File: src/rtl/alu_mdu.sv
// Execute-stage ALU with iterative multiply/divide: single-cycle ops ready the edge after accept, ops 12-15 after W more edges.
// One op in flight; result held in DONE until out_ready_i, and in_ready_o drops while the result is unconsumed.
module alu_mdu #(
  parameter int ALU_DAT_WIDTH = 32,
  parameter int ALU_OP_BUS    = 4,
  parameter bit MDU_EN        = 1'b1
) (
  input  logic                     clk_i,
  input  logic                     rst_i,
  input  logic                     in_valid_i,
  output logic                     in_ready_o,
  input  logic [ALU_DAT_WIDTH-1:0] in_0_i,
  input  logic [ALU_DAT_WIDTH-1:0] in_1_i,
  input  logic [ALU_OP_BUS-1:0]    op_i,
  output logic                     out_valid_o,
  input  logic                     out_ready_i,
  output logic [ALU_DAT_WIDTH-1:0] out_o,
  output logic                     of_o,
  output logic                     dz_o,
  output logic                     busy_o
);

  localparam int W  = ALU_DAT_WIDTH;
  localparam int SW = $clog2(W);

  typedef enum logic [1:0] {S_IDLE, S_ITER, S_DONE} state_t;

  state_t          state_q, state_d;
  logic [3:0]      op_in, op_q;
  logic            is_mdu_in, accept, last_iter;
  logic [W-1:0]    opa_q, opb_q, out_q;
  logic [2*W-1:0]  acc_q, acc_next, mul_next, div_next;
  logic [SW-1:0]   cnt_q;
  logic            of_q, dz_q;
  logic [W-1:0]    res_d, sum_ab, dif_ab, iter_res;
  logic            of_d, div_ge;
  logic [SW-1:0]   sh;
  logic [W:0]      mul_sum, div_trial, div_rem;

  assign op_in      = op_i[3:0];
  assign is_mdu_in  = (MDU_EN != 1'b0) && (op_in[3:2] == 2'b11);
  assign in_ready_o = (state_q == S_IDLE) || (state_q == S_DONE && out_ready_i);
  assign accept     = in_valid_i && in_ready_o;
  assign last_iter  = (cnt_q == SW'(W - 1));

  always_comb begin
    state_d = state_q;
    case (state_q)
      S_IDLE: if (accept) state_d = is_mdu_in ? S_ITER : S_DONE;
      S_ITER: if (last_iter) state_d = S_DONE;
      S_DONE: if (out_ready_i) state_d = accept ? (is_mdu_in ? S_ITER : S_DONE) : S_IDLE;
      default: state_d = S_IDLE;
    endcase
  end

  // Single-cycle datapath, evaluated on the live inputs at accept.
  always_comb begin
    sum_ab = in_0_i + in_1_i;
    dif_ab = in_0_i - in_1_i;
    sh     = in_1_i[SW-1:0];
    res_d  = in_0_i;
    of_d   = 1'b0;
    case (op_in)
      4'd0:  res_d = in_0_i & in_1_i;
      4'd1:  res_d = in_0_i | in_1_i;
      4'd2:  res_d = in_0_i ^ in_1_i;
      4'd3: begin
        res_d = sum_ab;
        of_d  = (in_0_i[W-1] == in_1_i[W-1]) && (sum_ab[W-1] != in_0_i[W-1]);
      end
      4'd4:  res_d = sum_ab;
      4'd5: begin
        res_d = dif_ab;
        of_d  = (in_0_i[W-1] != in_1_i[W-1]) && (dif_ab[W-1] != in_0_i[W-1]);
      end
      4'd6:  res_d = dif_ab;
      4'd7:  res_d = in_0_i >> sh;
      4'd8:  res_d = in_0_i << sh;
      4'd9:  res_d = $signed(in_0_i) >>> sh;
      4'd10: res_d = {{(W-1){1'b0}}, ($signed(in_0_i) < $signed(in_1_i))};
      4'd11: res_d = {{(W-1){1'b0}}, (in_0_i < in_1_i)};
      default: res_d = in_0_i;
    endcase
  end

  // Multiply: {hi, multiplier} shifts right, adding A into hi when the LSB is set.
  // Divide: {rem, dividend} shifts left, quotient bits enter at the LSB.
  always_comb begin
    mul_sum   = {1'b0, acc_q[2*W-1:W]} + (acc_q[0] ? {1'b0, opa_q} : '0);
    mul_next  = {mul_sum, acc_q[W-1:1]};
    div_trial = {acc_q[2*W-1:W], acc_q[W-1]};
    div_ge    = (div_trial >= {1'b0, opb_q});
    div_rem   = div_ge ? (div_trial - {1'b0, opb_q}) : div_trial;
    div_next  = {div_rem[W-1:0], acc_q[W-2:0], div_ge};
    acc_next  = op_q[1] ? div_next : mul_next;
    iter_res  = op_q[0] ? acc_next[2*W-1:W] : acc_next[W-1:0];
  end

  always_ff @(posedge clk_i) begin
    if (rst_i) begin
      state_q <= S_IDLE;
      op_q    <= '0;
      opa_q   <= '0;
      opb_q   <= '0;
      acc_q   <= '0;
      cnt_q   <= '0;
      out_q   <= '0;
      of_q    <= 1'b0;
      dz_q    <= 1'b0;
    end else begin
      state_q <= state_d;
      if (accept) begin
        op_q  <= op_in;
        opa_q <= in_0_i;
        opb_q <= in_1_i;
        cnt_q <= '0;
        if (is_mdu_in) begin
          acc_q <= op_in[1] ? {{W{1'b0}}, in_0_i} : {{W{1'b0}}, in_1_i};
          of_q  <= 1'b0;
          dz_q  <= op_in[1] && (in_1_i == '0);
        end else begin
          out_q <= res_d;
          of_q  <= of_d;
          dz_q  <= 1'b0;
        end
      end else if (state_q == S_ITER) begin
        acc_q <= acc_next;
        cnt_q <= cnt_q + SW'(1);
        if (last_iter) out_q <= iter_res;
      end
    end
  end

  assign out_valid_o = (state_q == S_DONE);
  assign busy_o      = (state_q == S_ITER);
  assign out_o       = out_q;
  assign of_o        = of_q;
  assign dz_o        = dz_q;

endmodule

File: config.mk
export PLATFORM = sky130hd
export DESIGN_NAME = alu_mdu
export DESIGN_NICKNAME = d
export VERILOG_FILES = /design/src/rtl/alu_mdu.sv
export SDC_FILE = /design/constraint.sdc
export NUM_CORES = 1
export LEC_CHECK = 0
export BUFFER_PORTS_ARGS = -buffer_cell sky130_fd_sc_hd__buf_2
export CORE_MARGIN = 2
export CORE_UTILIZATION = 55
export DETAILED_ROUTE_END_ITERATION = 8
export HOLD_SLACK_MARGIN = 0.08
export PLACE_DENSITY = 0.73
export SYNTH_ARGS = -nofsm -noshare
export SYNTH_HDL_FRONTEND = slang
export SYNTH_SLANG_ARGS = --single-unit
File: constraint.sdc
create_clock -name clk_i -period 4.5 [get_ports clk_i]
set_input_delay 0.225 -clock clk_i [delete_from_list [all_inputs] [get_ports clk_i]]
set_output_delay 0.225 -clock clk_i [all_outputs]
set_load 0.02 [all_outputs]
==> results by group <==
Logic synthesis
  – Primary FF master, synth: dfxtp_1
  – Mean post-synth cell area: 7.25 sq um
  – Net Count, Synth: 3256
  – Mapped cell area: 21800 sq um
  – Syn Inst Count: 3000
  – Post-synthesis adder-cell area fraction: 10.7%
  – Post-synth cell types: 103
  – Top post-synthesis cells by area: dfxtp_1 16%, ha_1 10%, a21oi_1 7.2%, nand2_1 6.1%, mux2i_1 5.2%
  – Largest family of logic cells by synthesized area: compound AO/OA/AOI/OAI gates
  – Post-Synth XOR/XNOR Area: 2.17%
  – Top-area cell type share of the netlist area: 15.7%
  – Fraction of registers with async set/reset: 0%
  – Number of synthesized flops with an enable pin: 0
  – Post-synthesis register bit count: 171
  – Sequential fraction of the synthesis area: 15.7%
  – Post-Synth Simple-Gate Area: 19.9%
  – Mux share of post-synthesis cell area: 11.5%
  – Synth area leader: dfxtp_1
  – Count leader, synth: nand2_1
  – Synth warn: 0
  – Commonest cells in the netlist: 354 x nand2_1, 311 x a21oi_1, 277 x nor2_1
  – Synth Area in Compound Gates: 32.0%

Clocking
  – Clk slew on worst S/H paths: 70 ps
  – CTS tree: yes
  – CTS Root Cell: clkbuf_16
  – CTS buffer count: 17
  – TritonCTS sink count: 171
  – Post_cts resized: 0
  – Skew-Pair Late Insertion Delay: 460 ps
  – Post-CTS Setup Bufs: 0
  – Cts hold-fix bufs: 5
  – Deepest clock path buffer count: 2
  – H-tree levels: 4

Global routing
  – Total track usage: 46.0%
  – Global-route wire length before repair: 145000 um
  – Grt ovf: 0
  – Vias in the first global route: 23666
  – Antenna violations before repair: 1
  – Largest net degree at the start of global routing: 73

Layout
  – Antenna cells: 0
  – Fin util: 59.8%
  – Synth-to-layout area growth: 6.62%
  – Cell Count, Final, Fillers Out: 3520
  – Final net count: 3245
  – Fraction of layout cells with a size suffix above 1: 12.0%

Detailed routing
  – Routed wire length: 97700 um
  – Drc violations: 0
  – TritonRoute pass-1 iters: 6
  – Vias/cell: 7.12
  – DRT antenna net count: 0
  – Vias: 25063
  – Avg WL per Cell: 27.7 um
  – Detailed Route Iter0 Violations: 3283

Power and ir drop
  – Post-route total power: 5.59 mW
  – Pleak: 9.83 nW
  – Pwr/cell area: 241 nW/um^2
  – VDD IR max: 291 uV

Place
  – I/O Buffers: 108
  – GPL Wtd Cong: 1.05
  – Post-detail-place hpwl: 73900 um
  – Cell total after placement: 3483
  – Worst slack, placed: 458 ps

Die
  – Ports: 109
  – Placeable Area: 38800 sq um
  – Die H: 203 um
  – Die Width: 203 um
  – DIE AREA: 41200 sq um
  – Starting Density: 56.0%
  – # rows: 72

Setup path
  – Crit-path max cell delay: 540 ps
  – Worst Path Max Fanout: 33
  – CP endpoint kind: register
  – Critical path buffer and inverter count: 2
  – Top delay family on crit path: compound AO/OA/AOI/OAI gates
  – Startpoint types: register
  – Slowest-stage cell, CP: o311ai_1
  – R2r setup slk: 470 ps
  – CP required: 4880 ps
  – Worst Path Arrival: 4410 ps
  – Crit-path cells: buf_4 > nand2_1 > inv_1 > ha_1 > a211oi_1 > o21ai_0 > nand3_1 > a211oi_1 > o311ai_1 > nand2b_1 > a221oi_1 > mux2i_1 > o211ai_1 > o211ai_1
  – Crit path kind: register to register

Timing
  – Final number of max-transition violations: 0
  – Final setup viols: 0
  – Max-slew headroom: 11.2%
  – RSZ-0062 raised after global routing: false
  – Final period utilization: 89.6%
  – Hold Vio Cnt, Final: 0
  – Post-route setup slack: 467 ps
  – Max frequency: 248 MHz
  – Tightest Pin Transition: 1330 ps
  – Final setup skew: 11.0 ps
  – Final Critical Period: 4030 ps
  – Setup_tns: 0 ps

Min path
  – Hold Path Class: primary input to register

Job
  – Max cap viols: 0

Run status
  – Status: completed
-- logic make-up after synthesis --
| family | Yosys count |
|---|---|
| AO/OA/AOI/OAI | 1049 |
| XOR/XNOR | 54 |
| AND/OR/NAND/NOR | 956 |
| multiplexers | 191 |
| flip-flops | 171 |
| adder cells (fa/ha/maj) | 184 |
| buffers and inverters | 395 |
-- worst reg2reg max path, delay by kind of cell (launching register included) --
kind | cells | cell delay, ps
multiplexers | 1 | 230
buffers and inverters | 2 | 410
AND/OR/NAND/NOR | 3 | 570
adder cells (fa/ha/maj) | 1 | 250
AO/OA/AOI/OAI | 7 | 2170
flip-flops | 1 | 340
-- metrics by stage --
stage	hold slack, ps	instance area, sq um
6_report	98.4	23200
5_1_grt	114	23200
4_1_cts	89.1	23200
3_5_place_dp	442	22600
3_3_place_gp	439	22600
2_1_floorplan	361	21800
-- layer usage --
layer	GRT usage (%)	wire [um]
met3	9.37	11500
met5	0	0
met1	58.4	37100
met2	69.9	41200
met4	31.9	7910
-- area by class of cell --
cell class                 instances  area [sq um]
sequential                       171          3430
timing repair buffer             204          1280
clock inverter                    14           158
fill                            3680         15600
clock buffer                      18           429
tap                              518           648
multi-input combinational       2434         16700
inverter                         161           604
-- worst paths after layout --
| kind | start | cells past startpoint | end |
|---|---|---|---|
| setup / recovery | acc_q[0] | 14 | out_o[30] |
| hold / removal | in_1_i[27] | 3 | opb_q[27] |
| setup reg to reg | acc_q[0] | 14 | out_o[30] |
| hold reg to reg | opa_q[11] | 2 | opa_q[11] |
-- sequential cells by signal (all words and copies together) (netlist names) --
signal   flops
acc_q       64
opa_q       32
opb_q       32
out_o       32
cnt_q        5
op_q         2
state_q      2
dz_o         1
of_o         1
-- report_power, final --
group,leakage [nW],internal (mW),switching [mW]
clock,0.282,0.787,0.726
combinational,8.15,0.794,1.60
sequential,1.40,1.61,0.0835
-- cells in the final DEF (no fill, tap or decap), types with 21 or more instances in the layout --
cell	synthesis	routed
o21ai_0	188	188
dfxtp_1	171	170
a211oi_1	99	99
a21o_1	55	55
a31oi_1	34	33
nor2_1	277	275
ha_1	180	180
nand3_1	51	51
buf_2	27	104
a21oi_1	311	311
mux2_2	35	35
nor3_1	66	66
buf_4	6	95
xnor2_1	35	35
and2_1	47	46
inv_1	156	156
nand2_1	354	353
o211ai_1	42	42
o22ai_1	21	21
nor2b_1	22	21
o21bai_1	25	25
mux2i_1	112	112
nor4_1	21	21
nand2b_1	26	26
nand4_1	22	22
mux4_2	44	44
Power figures use the tool's default switching activity.
